--- src/rtl/pwm_multi_deadtime.sv ---
// Multi-channel complementary PWM with a shared carrier counter, shadowed duty
// registers that apply at period boundaries, and per-channel dead-time insertion.
module pwm_multi_deadtime #(
  parameter int unsigned N        = 8,
  parameter int unsigned CHANNELS = 2,
  parameter int unsigned DT_W     = 4,
  localparam int unsigned CW      = (CHANNELS > 1) ? $clog2(CHANNELS) : 1
) (
  input  logic                clk,
  input  logic                rst_n,
  input  logic                ena,
  input  logic                step,
  input  logic [DT_W-1:0]     dead_time,
  input  logic                duty_wr_valid,
  output logic                duty_wr_ready,
  input  logic [CW-1:0]       duty_wr_ch,
  input  logic [N-1:0]        duty_wr_data,
  output logic [CHANNELS-1:0] pwm_hi,
  output logic [CHANNELS-1:0] pwm_lo,
  output logic                period_sync
);

  typedef enum logic [1:0] {StOff, StDead, StHi, StLo} state_e;

  localparam logic [N-1:0] CntMax = '1;

  logic [N-1:0]    cnt_q;
  logic            ena_q, ready_q, sync_q;
  logic [DT_W-1:0] dt_q, dt_eff;
  logic            wrap, latch, wr_en;

  assign wrap   = ena & step & (cnt_q == CntMax);
  assign latch  = wrap | (ena & ~ena_q);
  // A dead phase started in a latch cycle uses the incoming dead time, not the stale one.
  assign dt_eff = latch ? dead_time : dt_q;
  assign wr_en  = duty_wr_valid & ready_q & (32'(duty_wr_ch) < CHANNELS);

  assign duty_wr_ready = ready_q;
  assign period_sync   = sync_q;

  always_ff @(posedge clk or negedge rst_n) begin
    if (!rst_n) begin
      cnt_q   <= '0;
      ena_q   <= 1'b0;
      ready_q <= 1'b0;
      sync_q  <= 1'b0;
      dt_q    <= '0;
    end else begin
      ena_q   <= ena;
      ready_q <= 1'b1;
      sync_q  <= wrap;
      if (!ena) begin
        cnt_q <= '0;
      end else if (step) begin
        cnt_q <= cnt_q + N'(1);
      end
      if (latch) begin
        dt_q <= dead_time;
      end
    end
  end

  for (genvar i = 0; i < CHANNELS; i++) begin : g_ch
    logic [N-1:0]    shadow_q, duty_q;
    logic            raw, restart;
    logic            target_q, target_d;
    logic            hi_q, lo_q;
    logic [DT_W-1:0] timer_q, timer_d;
    state_e          state_q, state_d;

    assign raw = (duty_q == CntMax) | (cnt_q < duty_q);

    always_ff @(posedge clk or negedge rst_n) begin
      if (!rst_n) begin
        shadow_q <= '0;
        duty_q   <= '0;
      end else begin
        if (wr_en && duty_wr_ch == CW'(i)) begin
          shadow_q <= duty_wr_data;
        end
        if (latch) begin
          duty_q <= shadow_q;
        end
      end
    end

    always_comb begin
      restart  = 1'b0;
      state_d  = state_q;
      target_d = target_q;
      timer_d  = timer_q;
      case (state_q)
        StOff:   restart = 1'b1;
        StDead:  restart = (raw != target_q);
        StHi:    restart = ~raw;
        StLo:    restart = raw;
        default: restart = 1'b1;
      endcase
      if (!ena) begin
        state_d = StOff;
        timer_d = '0;
      end else if (restart) begin
        // Timer holds remaining dead cycles after this one; zero dead time swaps sides directly.
        target_d = raw;
        timer_d  = dt_eff - DT_W'(1);
        state_d  = (dt_eff == '0) ? (raw ? StHi : StLo) : StDead;
      end else if (state_q == StDead) begin
        if (timer_q == '0) begin
          state_d = target_q ? StHi : StLo;
        end else begin
          timer_d = timer_q - DT_W'(1);
        end
      end
    end

    always_ff @(posedge clk or negedge rst_n) begin
      if (!rst_n) begin
        state_q  <= StOff;
        target_q <= 1'b0;
        timer_q  <= '0;
        hi_q     <= 1'b0;
        lo_q     <= 1'b0;
      end else begin
        state_q  <= state_d;
        target_q <= target_d;
        timer_q  <= timer_d;
        hi_q     <= (state_d == StHi);
        lo_q     <= (state_d == StLo);
      end
    end

    assign pwm_hi[i] = hi_q;
    assign pwm_lo[i] = lo_q;
  end

endmodule

--- config.mk ---
export PLATFORM = sky130hd
export DESIGN_NAME = pwm_multi_deadtime
export DESIGN_NICKNAME = d
export VERILOG_FILES = /design/src/rtl/pwm_multi_deadtime.sv
export SDC_FILE = /design/constraint.sdc
export NUM_CORES = 1
export LEC_CHECK = 0
export BUFFER_PORTS_ARGS = -buffer_cell sky130_fd_sc_hd__buf_4
export CAP_MARGIN = 10
export CORE_MARGIN = 2
export CORE_UTILIZATION = 56
export DETAILED_ROUTE_END_ITERATION = 10
export PLACE_DENSITY_LB_ADDON = 0.12
export RECOVER_POWER = 50
export SLEW_MARGIN = 20
export SYNTH_ARGS = -nofsm -noshare
export SYNTH_HDL_FRONTEND = slang
export SYNTH_SLANG_ARGS = --single-unit
--- constraint.sdc ---
create_clock -name clk -period 6.1 [get_ports clk]
set_input_delay 0.61 -clock clk [delete_from_list [all_inputs] [get_ports clk]]
set_output_delay 0.61 -clock clk [all_outputs]
set_load 0.02 [all_outputs]
==> metrics.yaml <==
setup_path:
  crit_family: "simple AND/OR/NAND/NOR gates"
  crit_fanout: 20
  cp-end-kind: "register"
  timing.critical_path.from: "cnt_q[0]$_DFFE_PN0P_"
  worstSetupStartpointType: "register"
  timing.rr.start: "cnt_q[0]$_DFFE_PN0P_"
  crit_buf_inv: 1
  crit_path_frequent_cell: "ha_1"
  path_class: "reg -> reg"
  crit_path_max_incr_delay_ps: 580
  cp_cell_sequence: "ha_1 -> nand4_4 -> o31ai_4 -> nand2_1 -> mux2i_2 -> ha_1 -> inv_2 -> or4_1 -> mux2i_1 -> nor2_1 -> a211oi_1 -> o21a_1"
  critPathSlowestCell: "nand2_1"
  critPathArrivalTime_ps: 4200
  worst_ep_required_time_ps: 6380
timing:
  rsz0062_at_grt: "no"
  slew_viol_final: 66
  hold_viol_final: 0
  min_period_ps: 3910
  finalSetupViolCount: 0
  skew_ps: 5.37
  maxSlewHeadroom: -1.23
  setup_slack_ps: 2190
  fmax_ghz: 0.256
  finalSetupTns_ps: 0
  finalCritPeriodShare: 0.641
  tightest_slew_ps: 3340
synth:
  synth_compound_area_frac: 0.126
  synth_nets: 355
  synth_edf_count: 0
  synth-simple-area-share: 0.127
  synth_seq_cells: 65
  ys_async_sr_fraction: 1.00
  avgSynthCellArea_um2: 11.1
  synth_mux_area_frac: 0.133
  synth_cell_types: 61
  synth_xor_area_frac: 0.0298
  ys_warn_count: 0
  synth_fa_ha_area_frac: 0.0709
  ys.flop_type: "dfrtp_1"
  synth_top_family_by_area: "multiplexers"
  syn_area_um2: 3530
  synthCells: 317
  seq_area_frac_synth: 0.461
min_path:
  hp-class: "reg -> reg"
  min_from: "g_ch[1].shadow_q[7]$_DFFE_PN0P_"
global_route:
  grt_pass1_wl_um: 11400
  track_usage: 0.207
  grt_pass1_vias: 2305
  grt_max_degree: 66
  overflow: 0
  antenna_found_initial: 0
clock_network:
  numCtsBuffers: 9
  cts-root-buf: "clkbuf_8"
  clk_pin_slew_ps: 70
  cts_htree_levels: 3
  clock_latency_ps: 350
  post_cts_resized: 0
  postCtsSetupBuffers: 0
  cts_hold_repair.buffers: 0
  cts_buffer_depth: 2
  cts.sinks: 65
  tritoncts: "built"
routing:
  vias: 2413
  drt_iter0_markers: 103
  drt.antenna.violating_nets: 0
  wl_um: 6650
  avgViaCountPerCell: 5.76
  routedWlPerCell_um: 15.9
  drcViolationCount: 0
  drt-pass1-iter-count: 4
die:
  dieArea_um2: 6960
  die_w_um: 83.4
  fp.dieH_um: 83.4
  io_pins: 24
  row_count: 28
  fp.coreArea_um2: 5990
  start_util: 0.589
power_and_ir_drop:
  power_w: 0.00152
  p_leak_nw: 1.83
  power_density_nw_per_um2: 386
  ir_worst_vdd_uv: 255
cells_and_area:
  layout_common_cells: "dfrtp_1 (65), inv_1 (24), buf_4 (21)"
  layout.nets: 377
  multiInputGateArea_um2: 1720
  antenna_cells: 0
  ff_latch_area_um2: 1630
  fin_area_um2: 3950
  final_common_cell: "dfrtp_1"
  drive_above_1_share: 0.198
  area_growth_pct: 11.7
  fill_cells: 460
  finish.utilization: 0.659
placement:
  placed_area_um2: 3710
  dp_hpwl_um: 4820
  place_ws_ps: 2210
  routabilityCongestion: 0.835
  io_buffer_count: 23
run_status:
  violations: "max-capacitance violations, max-slew violations"
  outcome: "finished with violations"
job:
  drv_cap: 1
==> metrics by stage <==
stage,cells,hold WS [ps]
2_1_floorplan,317,314
3_3_place_gp,403,466
3_5_place_dp,403,472
4_1_cts,419,387
5_1_grt,419,490
6_report,419,483
==> worst register-to-register path, delay by kind of cell (launching register included) <==
| kind | cells | cell delay, ps |
|---|---|---|
| muxes | 2 | 700 |
| buffers and inverters | 1 | 70 |
| and+or+nand+nor | 4 | 1280 |
| adders and majority gates | 2 | 590 |
| DFF | 1 | 460 |
| AOI/OAI and AO/OA | 3 | 760 |
==> state kept, by name (all words and copies together) (netlist names), 2 cells and up <==
register / cells
dt_q: 4
g_ch.hi_q: 2
g_ch.timer_q: 8
g_ch.target_q: 2
g_ch.duty_q: 16
cnt_q: 8
g_ch.state_q: 4
g_ch.shadow_q: 16
g_ch.lo_q: 2
==> synthesized netlist by cell type, types with 6 or more instances <==
cell type   n  area, µm²
xor2_1      6       52.6
nor3_1      7       35.0
mux2_1     18        203
ha_1       20        250
xnor2_1     6       52.6
nor2_1     17       63.8
inv_1      23       86.3
mux2_2     17        191
nand2_1    15       56.3
a21oi_1    15       75.1
mux2i_1     6       60.1
nand3_1     9       45.0
dfrtp_1    65       1630
==> where the power goes <==
part	internal [W]	leakage [nW]	switching, W
clock	0.000282	0.120	0.000161
combinational	0.000218	0.909	0.000252
sequential	0.000532	0.801	0.0000772
total	0.00103	1.83	0.000491
==> metal layers <==
layer  share of wire  vias up  global-route usage
met1            0.52     1166               0.313
met2            0.42       55               0.290
met3           0.039        9              0.0348
li1                -     1183                   -
met4           0.019        0              0.0939
met5               0        -                   0
==> cell families (layout without fill, tap and decap cells) <==
group,Yosys count,after routing
AOI/OAI and AO/OA,58,58
xor gates and xnor gates,12,12
adders and majority gates,20,20
buffers and inverters,37,64
DFF,65,65
muxes,42,42
other,1,1
and+or+nand+nor,82,82
==> layout make-up <==
class                           count  share of cell area
Multi-Input combinational cell    215               0.436
Sequential cell                    65               0.412
Timing Repair Buffer               23              0.0419
Clock buffer                       11              0.0358
Clock inverter                      5              0.0260
Inverter                           25              0.0238
Tap cell                           75              0.0238
==> worst paths after layout <==
check	to	slack, ps	cells past startpoint
max	g_ch[0].lo_q$_DFF_PN0_	2190	12
min	g_ch[1].duty_q[7]$_DFFE_PN0N_	480	1
max reg2reg	g_ch[0].lo_q$_DFF_PN0_	2190	12
min reg2reg	g_ch[1].duty_q[7]$_DFFE_PN0N_	480	1
max in group asynchronous	g_ch[1].shadow_q[6]$_DFFE_PN0P_	2850	1
min in group asynchronous	g_ch[1].shadow_q[1]$_DFFE_PN0P_	1390	1
Note: power is estimated with default switching activity, not from simulation.
